[src/rtl/hex_entry_panel.sv]
// hex_entry_panel
// Operator input panel for the board. Four switches select a hex nibble, and
// each Enter press shifts that nibble into an entry buffer. A Commit press
// publishes the buffer on Value together with a one-cycle Valid strobe.
// Both buttons pass through a 2-flop synchroniser, a debouncer and a
// rising-edge detector. The switches pass through a 2-flop synchroniser.
// Every output comes straight from a flop.
module hex_entry_panel #(
    parameter int DEBOUNCE_CYCLES = 100000,
    parameter int NIBBLES         = 4
) (
    input  logic                   CLK,
    input  logic                   Reset,
    input  logic [3:0]             SW,
    input  logic                   BtnEnter,
    input  logic                   BtnCommit,
    output logic [4*NIBBLES-1:0]   Value,
    output logic                   Valid,
    output logic [4*NIBBLES-1:0]   Shadow,
    output logic [2:0]             Count,
    output logic                   Entering
);

    // Entry width. The shift needs at least two nibbles, so NIBBLES must be at least 2.
    localparam int VW = 4 * NIBBLES;

    // The debounce counter runs from 0 to DEBOUNCE_CYCLES-1.
    localparam int CW = (DEBOUNCE_CYCLES > 1) ? $clog2(DEBOUNCE_CYCLES) : 1;
    localparam logic [CW-1:0] DB_LAST    = CW'(DEBOUNCE_CYCLES - 1);
    localparam logic [2:0]    COUNT_FULL = 3'(NIBBLES);

    // Button vector index: bit 0 is Enter, bit 1 is Commit.
    localparam int B_ENTER  = 0;
    localparam int B_COMMIT = 1;

    typedef enum logic [1:0] {
        ST_IDLE   = 2'd0,
        ST_ENTRY  = 2'd1,
        ST_COMMIT = 2'd2
    } state_t;

    // Input conditioning state
    logic [1:0]         btn_meta_q,   btn_meta_d;
    logic [1:0]         btn_sync_q,   btn_sync_d;
    logic [3:0]         sw_meta_q,    sw_meta_d;
    logic [3:0]         sw_sync_q,    sw_sync_d;
    logic [1:0]         db_level_q,   db_level_d;
    logic [1:0]         db_dly_q,     db_dly_d;
    logic [1:0][CW-1:0] db_cnt_q,     db_cnt_d;
    logic [1:0]         press;

    // FSM and output state
    state_t             state_q,      state_d;
    logic [VW-1:0]      value_q,      value_d;
    logic               valid_q,      valid_d;
    logic [VW-1:0]      shadow_q,     shadow_d;
    logic [2:0]         count_q,      count_d;
    logic               entering_q,   entering_d;

    // Shift a new nibble into the low end of the entry buffer.
    function automatic logic [VW-1:0] shift_nibble(input logic [VW-1:0] buf_in,
                                                   input logic [3:0]    nib);
        return {buf_in[VW-5:0], nib};
    endfunction

    // Increment the nibble count, but stop once the buffer is full.
    function automatic logic [2:0] count_sat_inc(input logic [2:0] c);
        return (c >= COUNT_FULL) ? c : c + 3'd1;
    endfunction

    // Two-flop synchronisers for the raw buttons and the switches.
    always_comb begin
        btn_meta_d = {BtnCommit, BtnEnter};
        btn_sync_d = btn_meta_q;
        sw_meta_d  = SW;
        sw_sync_d  = sw_meta_q;
    end

    // Debounce: accept a new level only after it has persisted for DEBOUNCE_CYCLES
    // consecutive cycles. A single cycle that agrees with the current level restarts the count.
    always_comb begin
        db_level_d = db_level_q;
        db_cnt_d   = '0;
        for (int i = 0; i < 2; i++) begin
            if (btn_sync_q[i] != db_level_q[i]) begin
                if (db_cnt_q[i] == DB_LAST) begin
                    db_level_d[i] = btn_sync_q[i];
                end else begin
                    db_cnt_d[i] = db_cnt_q[i] + 1'b1;
                end
            end
        end
        db_dly_d = db_level_q;
        press    = db_level_q & ~db_dly_q;
    end

    // Entry FSM. In ENTRY, Commit has priority over Enter. COMMIT lasts one cycle
    // and ignores any press that arrives during it.
    always_comb begin
        state_d  = state_q;
        value_d  = value_q;
        valid_d  = 1'b0;
        shadow_d = shadow_q;
        count_d  = count_q;
        case (state_q)
            ST_IDLE: begin
                if (press[B_ENTER]) begin
                    shadow_d = {{(VW-4){1'b0}}, sw_sync_q};
                    count_d  = 3'd1;
                    state_d  = ST_ENTRY;
                end
            end
            ST_ENTRY: begin
                if (press[B_COMMIT]) begin
                    state_d = ST_COMMIT;
                end else if (press[B_ENTER] && (count_q < COUNT_FULL)) begin
                    shadow_d = shift_nibble(shadow_q, sw_sync_q);
                    count_d  = count_sat_inc(count_q);
                end
            end
            ST_COMMIT: begin
                value_d  = shadow_q;
                valid_d  = 1'b1;
                shadow_d = '0;
                count_d  = 3'd0;
                state_d  = ST_IDLE;
            end
            default: begin
                state_d = ST_IDLE;
            end
        endcase
        entering_d = (state_d == ST_ENTRY);
    end

    // Registers for the synchronisers and debouncers.
    always_ff @(posedge CLK) begin
        if (!Reset) begin
            btn_meta_q <= '0;
            btn_sync_q <= '0;
            sw_meta_q  <= '0;
            sw_sync_q  <= '0;
            db_level_q <= '0;
            db_dly_q   <= '0;
            db_cnt_q   <= '0;
        end else begin
            btn_meta_q <= btn_meta_d;
            btn_sync_q <= btn_sync_d;
            sw_meta_q  <= sw_meta_d;
            sw_sync_q  <= sw_sync_d;
            db_level_q <= db_level_d;
            db_dly_q   <= db_dly_d;
            db_cnt_q   <= db_cnt_d;
        end
    end

    // Registers for the FSM state and all panel outputs.
    always_ff @(posedge CLK) begin
        if (!Reset) begin
            state_q    <= ST_IDLE;
            value_q    <= '0;
            valid_q    <= 1'b0;
            shadow_q   <= '0;
            count_q    <= 3'd0;
            entering_q <= 1'b0;
        end else begin
            state_q    <= state_d;
            value_q    <= value_d;
            valid_q    <= valid_d;
            shadow_q   <= shadow_d;
            count_q    <= count_d;
            entering_q <= entering_d;
        end
    end

    assign Value    = value_q;
    assign Valid    = valid_q;
    assign Shadow   = shadow_q;
    assign Count    = count_q;
    assign Entering = entering_q;

endmodule

[config.mk]
export PLATFORM = sky130hd
export DESIGN_NAME = hex_entry_panel
export DESIGN_NICKNAME = d
export VERILOG_FILES = /design/src/rtl/hex_entry_panel.sv
export SDC_FILE = /design/constraint.sdc
export NUM_CORES = 1
export LEC_CHECK = 0
export ABC_AREA = 1
export CAP_MARGIN = 10
export CORE_MARGIN = 2
export CORE_UTILIZATION = 56
export DETAILED_ROUTE_END_ITERATION = 16
export PLACE_DENSITY = 0.83
export SLEW_MARGIN = 25
export SYNTH_ARGS = -nofsm -noshare
export SYNTH_HDL_FRONTEND = slang
export SYNTH_SLANG_ARGS = --single-unit
[constraint.sdc]
create_clock -name CLK -period 1.95 [get_ports CLK]
set_input_delay 0.195 -clock CLK [delete_from_list [all_inputs] [get_ports CLK]]
set_output_delay 0.195 -clock CLK [all_outputs]
set_load 0.01 [all_outputs]
==> results.toml, run 1 <==
[status]
status = "finished clean"

[yosys]
synth_ff_type = "dfxtp_1"
yosysTopAreaCellShare_pct = 45.4
synth_edf_count = 0
synth.most_common_cell = "nand2_1"
synth_seq_area_share_pct = 45.4
syn_area_per_cell_um2 = 6.93
synth.distinct_cells = 27
yosys_warnings = 0
synth_common_cells = "nand2_1 (148), nor2_1 (133), dfxtp_1 (89)"
synth.ff_latch_count = 89
synthArstFlopShare_pct = 0
synthCells = 567
syn-cell-area_um2 = 3930
synth_area_leaders = "dfxtp_1 (45%), nand2_1 (14%), nor2_1 (13%)"
syn-num-nets = 584
yosysTopAreaCell = "dfxtp_1"

[critical_path]
cp-end-kind = "flop"
rr_worst_depth = 8
crit_arrival_ps = 2010
startpoint_type = "flop"
crit_required_ps = 2200
worst-r2r-setup-slack_ps = 190
cp_max_fo = 37
timing.rr.start = "state_q[1]"
r2r-end = "Shadow[10]"
crit_type = "flop to flop"

[detailed_routing]
viasPerCell = 4.88
ant_nets = 0
wl_per_cell_um = 11.2
dr.pass1.iters = 4
vias = 3473
wl_um = 7980
drt_iter0_drc = 213
drcViolationCount = 0

[worst_hold_path]
hold_class = "input port to flop"
hp-start = "SW[3]"
holdPathStages = 3
hold-path-endpoint = "sw_meta_q[3]"

[floorplan]
dieArea_um2 = 7700
dieWidth_um = 87.8
initial_utilization_pct = 57.8
core-area_um2 = 6790
fp.dieH_um = 87.8
io-pin-count = 45
rows = 30

[timing]
tightest_slew_ps = 449
fin_setup_tns_ps = 0
finalCritPeriodShare_pct = 90.4
relSlewSlack_pct = 70.0
slew_viol_final = 0
worst_slack_ps = 188
fin_skew_ps = 9.60
hold_viol = 0
max_freq_ghz = 0.567
fin_crit_ps = 1760
rsz0062_at_grt = "false"
setup_viol = 0

[cts]
holdBufCountCts = 0
cts_setup_buffers = 0
cts.path.max_buffers = 2
numClockSinks = 89
ctsResizeCount = 0
clk_latency_ps = 350
numCtsBuffers = 9
path_clk_slew_ps = 90
cts_htree_levels = 3
cts_root_buf = "clkbuf_8"
cts_tree = "done"

[pwr]
p_leak_nw = 1.88
powerDensity_nw_per_um2 = 704
power.total_mw = 3.27
ir_drop_v = 0.000569

[global_routing]
grt_pass1_wl_um = 13600
overflow = 0
grt_pass1_vias = 3141
antenna_found_initial = 0
grt_max_degree = 50
grt_usage_pct = 22.0

[placement]
place_hpwl_um = 5630
place_worst_setup_slack_ps = 190
placed_cell_area_um2 = 4430
portBuffers = 44
gp_congestion = 0.913

[finish]
nets = 628
layout-drive-gt1-share_pct = 6.02
finish.utilization_pct = 68.3
area_growth_pct = 18.2
n_antenna_cell = 0
fin_area_um2 = 4640

[run]
cap_violations = 0
==> how the worst max path moves through the flow <==
stage,start,end,slack (ps),cells after the start
after CTS,state_q[1],Shadow[10],170,8
after floorplan,state_q[1],Count[1],520,9
after detailed placement,state_q[1],Shadow[10],190,8
after global placement,state_q[1],Shadow[1],350,8
final,state_q[1],Shadow[10],190,8
after global routing,state_q[1],Shadow[10],20,8
==> cells in the final DEF (no fill, tap or decap), types with 6 or more instances in the layout <==
cell type          n
a21oi_1           17
clkbuf_8           9
clkdlybuf4s50_1   44
dfxtp_1           89
ha_1               9
inv_1             65
nand2_1          148
nand2_2            6
nand3_1           27
nand4_1            6
nor2_1           133
o21ai_0           23
or2_2              6
xor2_1             9
==> cell type report <==
cell class / count / area [um^2]
Clock buffer: 9 / 124
Clock inverter: 6 / 91.3
Fill cell: 560 / 2150
Inverter: 66 / 248
Multi-Input combinational cell: 397 / 1810
Sequential cell: 89 / 1780
Tap cell: 96 / 120
Timing Repair Buffer: 48 / 470
==> state kept, by name, indices dropped and copies added, names as in the netlist, 2 cells and up <==
| register | flops |
|---|---|
| btn_sync_q | 2 |
| Count | 3 |
| db_dly_q | 2 |
| Shadow | 16 |
| Value | 16 |
| sw_sync_q | 4 |
| btn_meta_q | 2 |
| db_cnt_q | 34 |
| state_q | 2 |
| sw_meta_q | 4 |
| db_dly_d | 2 |
==> logic make-up (layout without fill, tap and decap cells) <==
family	count (synthesis)	in the layout	synth area share (%)
buf+inv	81	129	8.66
flops	89	89	45.4
fa+ha+maj	9	9	2.87
xor+xnor	11	11	2.45
compound gates	43	43	5.99
simple gates	334	334	34.7
==> power breakdown <==
part           internal [mW]  total, mW  leakage, nW  switching (mW)
combinational         0.0266     0.0623         1.06          0.0356
sequential              1.83       1.83        0.719         0.00455
clock                  0.719       1.37       0.0979           0.654
==> per-layer routing <==
metal	vias to the layer above	GRT usage, %	share of wire [%]
met4	0	6.71	1.2
li1	1810	-	-
met3	9	5.28	4.9
met2	79	35.7	46
met5	-	0	0
met1	1575	29.3	48
==> worst max-delay path, cell delays in order, from the launching register on <==
cell and delay [ps]:
dfxtp_1 400, inv_1 130, ha_1 270, nand3_1 140, nand2_2 100, nor2_8 370, nand2_1 110, nand2_1 80
nor2_1 40
==> stage by stage <==
step / hold WS (ps) / std cells
6_report: 360 / 711
5_1_grt: 382 / 711
4_1_cts: 351 / 711
3_5_place_dp: 400 / 696
3_3_place_gp: 393 / 696
2_1_floorplan: 293 / 567
(Power assumes the default switching activity.)
==> run 2: changes to the inputs <==
--- a/config.mk
+++ b/config.mk
@@ -8,9 +8,10 @@
 export ABC_AREA = 1
 export CAP_MARGIN = 10
 export CORE_MARGIN = 2
-export CORE_UTILIZATION = 56
+export CORE_UTILIZATION = 50
+export CTS_CLUSTER_DIAMETER = 120
 export DETAILED_ROUTE_END_ITERATION = 16
-export PLACE_DENSITY = 0.83
+export PLACE_DENSITY = 0.78
 export SLEW_MARGIN = 25
 export SYNTH_ARGS = -nofsm -noshare
 export SYNTH_HDL_FRONTEND = slang
==> constraint.sdc (replaced) <==
create_clock -name CLK -period 1.6 [get_ports CLK]
set_input_delay 0.16 -clock CLK [delete_from_list [all_inputs] [get_ports CLK]]
set_output_delay 0.16 -clock CLK [all_outputs]
set_load 0.01 [all_outputs]
==> run 2 against run 1 <==
  * Clock power rose by 6%
  * Non-clock buffer count rose by 13
  * First-iteration DRC count fell by 36%
  * Critical path type is now flop to output port
  * Combinational power rose by 42%
  * Clock-buffer cell count rose by 1
  * Worst hold slack got worse by 33 ps
  * Register-to-register slack got worse by 90 ps
  * Die area rose by 11%
  * Sequential cell count did not move
==> results.toml, run 2 (same netlist as run 1, synthesis figures left out) <==
[status]
status = "finished clean"

[global_routing]
grt_pass1_wl_um = 14100
antenna_found_initial = 0
grt_max_degree = 38
overflow = 0
grt_pass1_vias = 3311
grt_usage_pct = 20.0

[critical_path]
path_buf_inv = 1
path_cells = "clkdlybuf4s50_1"
path_delay_family = "buffers and inverters"
cp_max_fo = 5
critical_path.max_stage_delay_ps = 590
crit_type = "flop to output port"
cp-end-kind = "output port"
crit_arrival_ps = 1380
critical-path-slowest-cell = "clkdlybuf4s50_1"
startpoint_type = "flop"
crit_required_ps = 1440

[placement]
gp_congestion = 0.850
place_hpwl_um = 6110
placed_cell_area_um2 = 4550
dp_cells = 712
portBuffers = 44

[cts]
cts_root_buf = "clkbuf_8"
numCtsBuffers = 9
path_clk_slew_ps = 90
holdBufCountCts = 0
cts_htree_levels = 3
cts_tree = "done"
clk_latency_ps = 350
cts.path.max_buffers = 2
numClockSinks = 89

[detailed_routing]
ant_nets = 0
wl_um = 8400
drt_iter0_drc = 137
viasPerCell = 4.86
dr.pass1.iters = 5
wl_per_cell_um = 11.5
vias = 3551
drcViolationCount = 0

[finish]
area_growth_pct = 21.2
fin_area_um2 = 4760
largest_reg_flops = 34
multi_input_area_um2 = 1810
regArea_um2 = 1780
n_antenna_cell = 0
layout_commonest_cell = "nand2_1"
nets = 641
layout_common_cells = "nand2_1 (148), nor2_1 (132), dfxtp_1 (88)"
layout-drive-gt1-share_pct = 8.43
stdcell_count = 731
fillerInstances = 723
top_register = "db_cnt_q"

[floorplan]
dieArea_um2 = 8580
rows = 32
initial_utilization_pct = 51.1
dieWidth_um = 92.6
fp.dieH_um = 92.6
io-pin-count = 45
core-area_um2 = 7690

[pwr]
seqPwrFrac_pct = 59.3
ir_drop_v = 0.000651
combinationalPowerShare_pct = 2.3
p_leak_nw = 1.96
switching_share_pct = 23.1
p_int_mw = 2.90
powerDensity_nw_per_um2 = 791
p_switching_mw = 0.871
p_clk_share_pct = 38.4

[run]
cap_violations = 0

[timing]
fin_crit_ps = 1540
slew_viol_final = 0
hold_viol = 0
setup_viol = 0
finalCritPeriodShare_pct = 96.3
relSlewSlack_pct = 76.7
hold_ws_ps = 327
fin_skew_ps = 13.3
max_freq_ghz = 0.649
tightest_slew_ps = 349

[worst_hold_path]
hold_class = "input port to flop"
-- run 2: changes by cell type in the layout (fill, tap and decap cells not counted), sizes merged --
cell / previous run / this run
clkinv: 1 / 5
clkinvlp: 3 / 0
bufinv: 2 / 0
inv: 66 / 67
clkbuf: 9 / 10
buf: 4 / 17
-- run 2: path summary, 6_finish.rpt --
path	from	endpoint	slack [ps]	depth (start not counted)
setup / recovery	Count[2]	Count[2]	60	1
hold reg to reg	sw_meta_q[1]	sw_sync_q[1]	410	2
setup reg to reg	state_q[1]	Shadow[13]	100	9
hold / removal	SW[0]	sw_meta_q[0]	330	3
-- run 2: layout make-up --
class | instances | area share (%)
multi-input combinational | 397 | 38.0
inverter | 66 | 5.20
clock buffer | 10 | 2.89
clock inverter | 6 | 1.08
timing repair buffer | 61 | 12.7
tap | 102 | 2.68
sequential | 89 | 37.4
-- run 2: layer usage --
metal	vias up	GRT usage, %	part of all wire (%)
met3	18	3.42	3.5
met5	-	0	0
met2	70	34.2	47
met4	0	7.97	2.0
met1	1621	25.1	48
li1	1842	-	-
-- run 2: timing repair --
action | 4_1_cts | 5_1_grt
setup buffers | 0 | 3
endpoints found under the setup margin | 0 | 20
gates resized for setup | 0 | 2
-- run 2: per-stage QoR --
step           setup WS, ps  power (mW)  TNS (ps)  utilization, %
5_1_grt               -23.8        3.91     -59.2            61.9
2_1_floorplan           172        2.34         0               -
6_report               59.3        3.77         0            61.9
4_1_cts                46.4        3.81         0            61.6
3_5_place_dp           76.6        2.37         0            59.1
3_3_place_gp            147        2.37         0            59.1
-- run 2: power groups by stage --
stage	Sequential, mW	Combinational [mW]	Clock (mW)
6_report	2.23	0.0885	1.45
5_1_grt	2.24	0.0987	1.57
4_1_cts	2.23	0.0885	1.49
3_5_place_dp	2.29	0.0881	0
3_3_place_gp	2.29	0.0850	0
2_1_floorplan	2.28	0.0520	0
==> run 3: changes to the inputs <==
--- a/config.mk
+++ b/config.mk
@@ -11,6 +11,7 @@
 export CORE_UTILIZATION = 50
 export CTS_CLUSTER_DIAMETER = 120
 export DETAILED_ROUTE_END_ITERATION = 16
+export MAX_ROUTING_LAYER = met4
 export PLACE_DENSITY = 0.78
 export SLEW_MARGIN = 25
 export SYNTH_ARGS = -nofsm -noshare
==> run 3 against run 2 <==
  * Worst hold slack lost 2.4 ps
  * Clock skew about the same
  * Final cell count did not move
  * Clock-buffer cell count stayed put
  * Core utilization did not move
  * Highest routed layer unchanged
  * Non-clock buffer count unchanged
  * Critical path depth stayed put
  * Final area did not move
  * Sequential cell count is the same
  * Global-route usage up 0.63 points
==> results.toml, run 3 (same netlist as run 1, synthesis figures left out) <==
[global_routing]
antenna_found_initial = 0
use_met2_pct = 34.1
use_met1_pct = 25.2
grt_usage_pct = 20.6
grt_pass1_wl_um = 14100
grt-busiest-layer = "met2"
grt_max_degree = 38
grt_pass1_vias = 3310
use_met3_pct = 3.66
overflow = 0

[critical_path]
timing.rr.start = "state_q[1]"
path_buf_inv = 1
path_cells = "clkdlybuf4s50_1"
crit_required_ps = 1440
crit_type = "flop to output port"
rr_worst_depth = 9
cp_max_fo = 5
cp-end-kind = "output port"
startpoint_type = "flop"
critical_path.max_stage_delay_ps = 590
r2r-end = "Shadow[13]"
critical-path-slowest-cell = "clkdlybuf4s50_1"
worst-r2r-setup-slack_ps = 100
path_delay_family = "buffers and inverters"
crit_arrival_ps = 1380

[timing]
fin_skew_ps = 13.3
max_freq_ghz = 0.648
fin_crit_ps = 1540
setup_viol = 0
tightest_slew_ps = 348
hold_ws_ps = 324
relSlewSlack_pct = 76.8
fin_setup_tns_ps = 0
hold_viol = 0
worst_slack_ps = 55.6
slew_viol_final = 0
finalCritPeriodShare_pct = 96.5

[detailed_routing]
viasPerCell = 4.87
dr.pass1.iters = 5
vias = 3560
drcViolationCount = 0
drt_iter0_drc = 136
ant_nets = 0
wl_um = 8400
wl_per_cell_um = 11.5

[pwr]
powerDensity_nw_per_um2 = 792
ir_drop_v = 0.000651
seqPwrFrac_pct = 59.3
switching_share_pct = 23.1
p_int_mw = 2.90
combinationalPowerShare_pct = 2.3
p_leak_nw = 1.96
p_switching_mw = 0.872
p_clk_share_pct = 38.4

[cts]
clk_latency_ps = 360
cts.path.max_buffers = 2
path_clk_slew_ps = 90
numClockSinks = 89
cts_htree_levels = 3
numCtsBuffers = 9
cts_tree = "done"
holdBufCountCts = 0
cts_root_buf = "clkbuf_8"

[floorplan]
dieWidth_um = 92.6
dieArea_um2 = 8580
rows = 32
core-area_um2 = 7690
initial_utilization_pct = 51.1
io-pin-count = 45
fp.dieH_um = 92.6

[finish]
layout_common_cells = "nand2_1 (148), nor2_1 (132), dfxtp_1 (88)"
area_growth_pct = 21.2
stdcell_count = 731
largest_reg_flops = 34
top_register = "db_cnt_q"
layout_commonest_cell = "nand2_1"
nets = 641
n_antenna_cell = 0
fin_area_um2 = 4760
layout-drive-gt1-share_pct = 8.43

[worst_hold_path]
holdPathStages = 3
hold_class = "input port to flop"
hold-path-endpoint = "sw_meta_q[0]"
hp-start = "SW[0]"

[placement]
dp_cells = 712
place_worst_setup_slack_ps = 76.6
placed_cell_area_um2 = 4550
gp_congestion = 0.864
portBuffers = 44
place_hpwl_um = 6110

[status]
status = "finished clean"

[run]
cap_violations = 0
[run 3: cell counts in the layout (fill, tap and decap cells not counted)]
Identical to the previous run, type by type.
[run 3: stage by stage]
step | power (mW) | utilization, %
final | 3.77 | 61.9
after global routing | 3.91 | 61.9
after CTS | 3.81 | 61.6
after detailed placement | 2.37 | 59.1
after global placement | 2.37 | 59.1
after floorplan | 2.34 | -
[run 3: final cells by class]
| cell class | instances | area [um^2] |
|---|---|---|
| fill | 723 | 2930 |
| multi-input combinational | 397 | 1810 |
| sequential | 89 | 1780 |
| tap | 102 | 128 |
| inverter | 66 | 248 |
| clock buffer | 10 | 138 |
| timing repair buffer | 61 | 606 |
| clock inverter | 6 | 51.3 |
[run 3: layer usage]
layer	share of wire (%)	vias up	routed length, um
met2	47	83	3920
met3	4.0	20	334
met5	0	-	0
met4	2.2	0	182
li1	-	1838	-
met1	47	1619	3960
[run 3: power by group through the flow]
stage               logic [mW]  registers [mW]  clock network, mW
CTS                     0.0885            2.23               1.49
global placement        0.0850            2.29                  0
detailed placement      0.0881            2.29                  0
finish                  0.0881            2.23               1.45
global route            0.0988            2.24               1.58
floorplan               0.0520            2.28                  0
[run 3: repair_timing]
action	CTS	global route
setup buffers	0	3
gates resized for setup	0	2
setup endpoints to repair	0	20
[run 3: how the worst max path moves through the flow]
stage                          start    endpoint  slack (ps)  cells past startpoint
after detailed placement  state_q[0]  Shadow[13]          80                      9
after global placement    state_q[0]    Count[0]         150                      9
after global routing      state_q[1]  Shadow[12]         -20                      9
final                       Count[2]    Count[2]          60                      1
after floorplan           state_q[1]    Count[1]         170                      9
after CTS                   Count[2]    Count[2]          50                      1
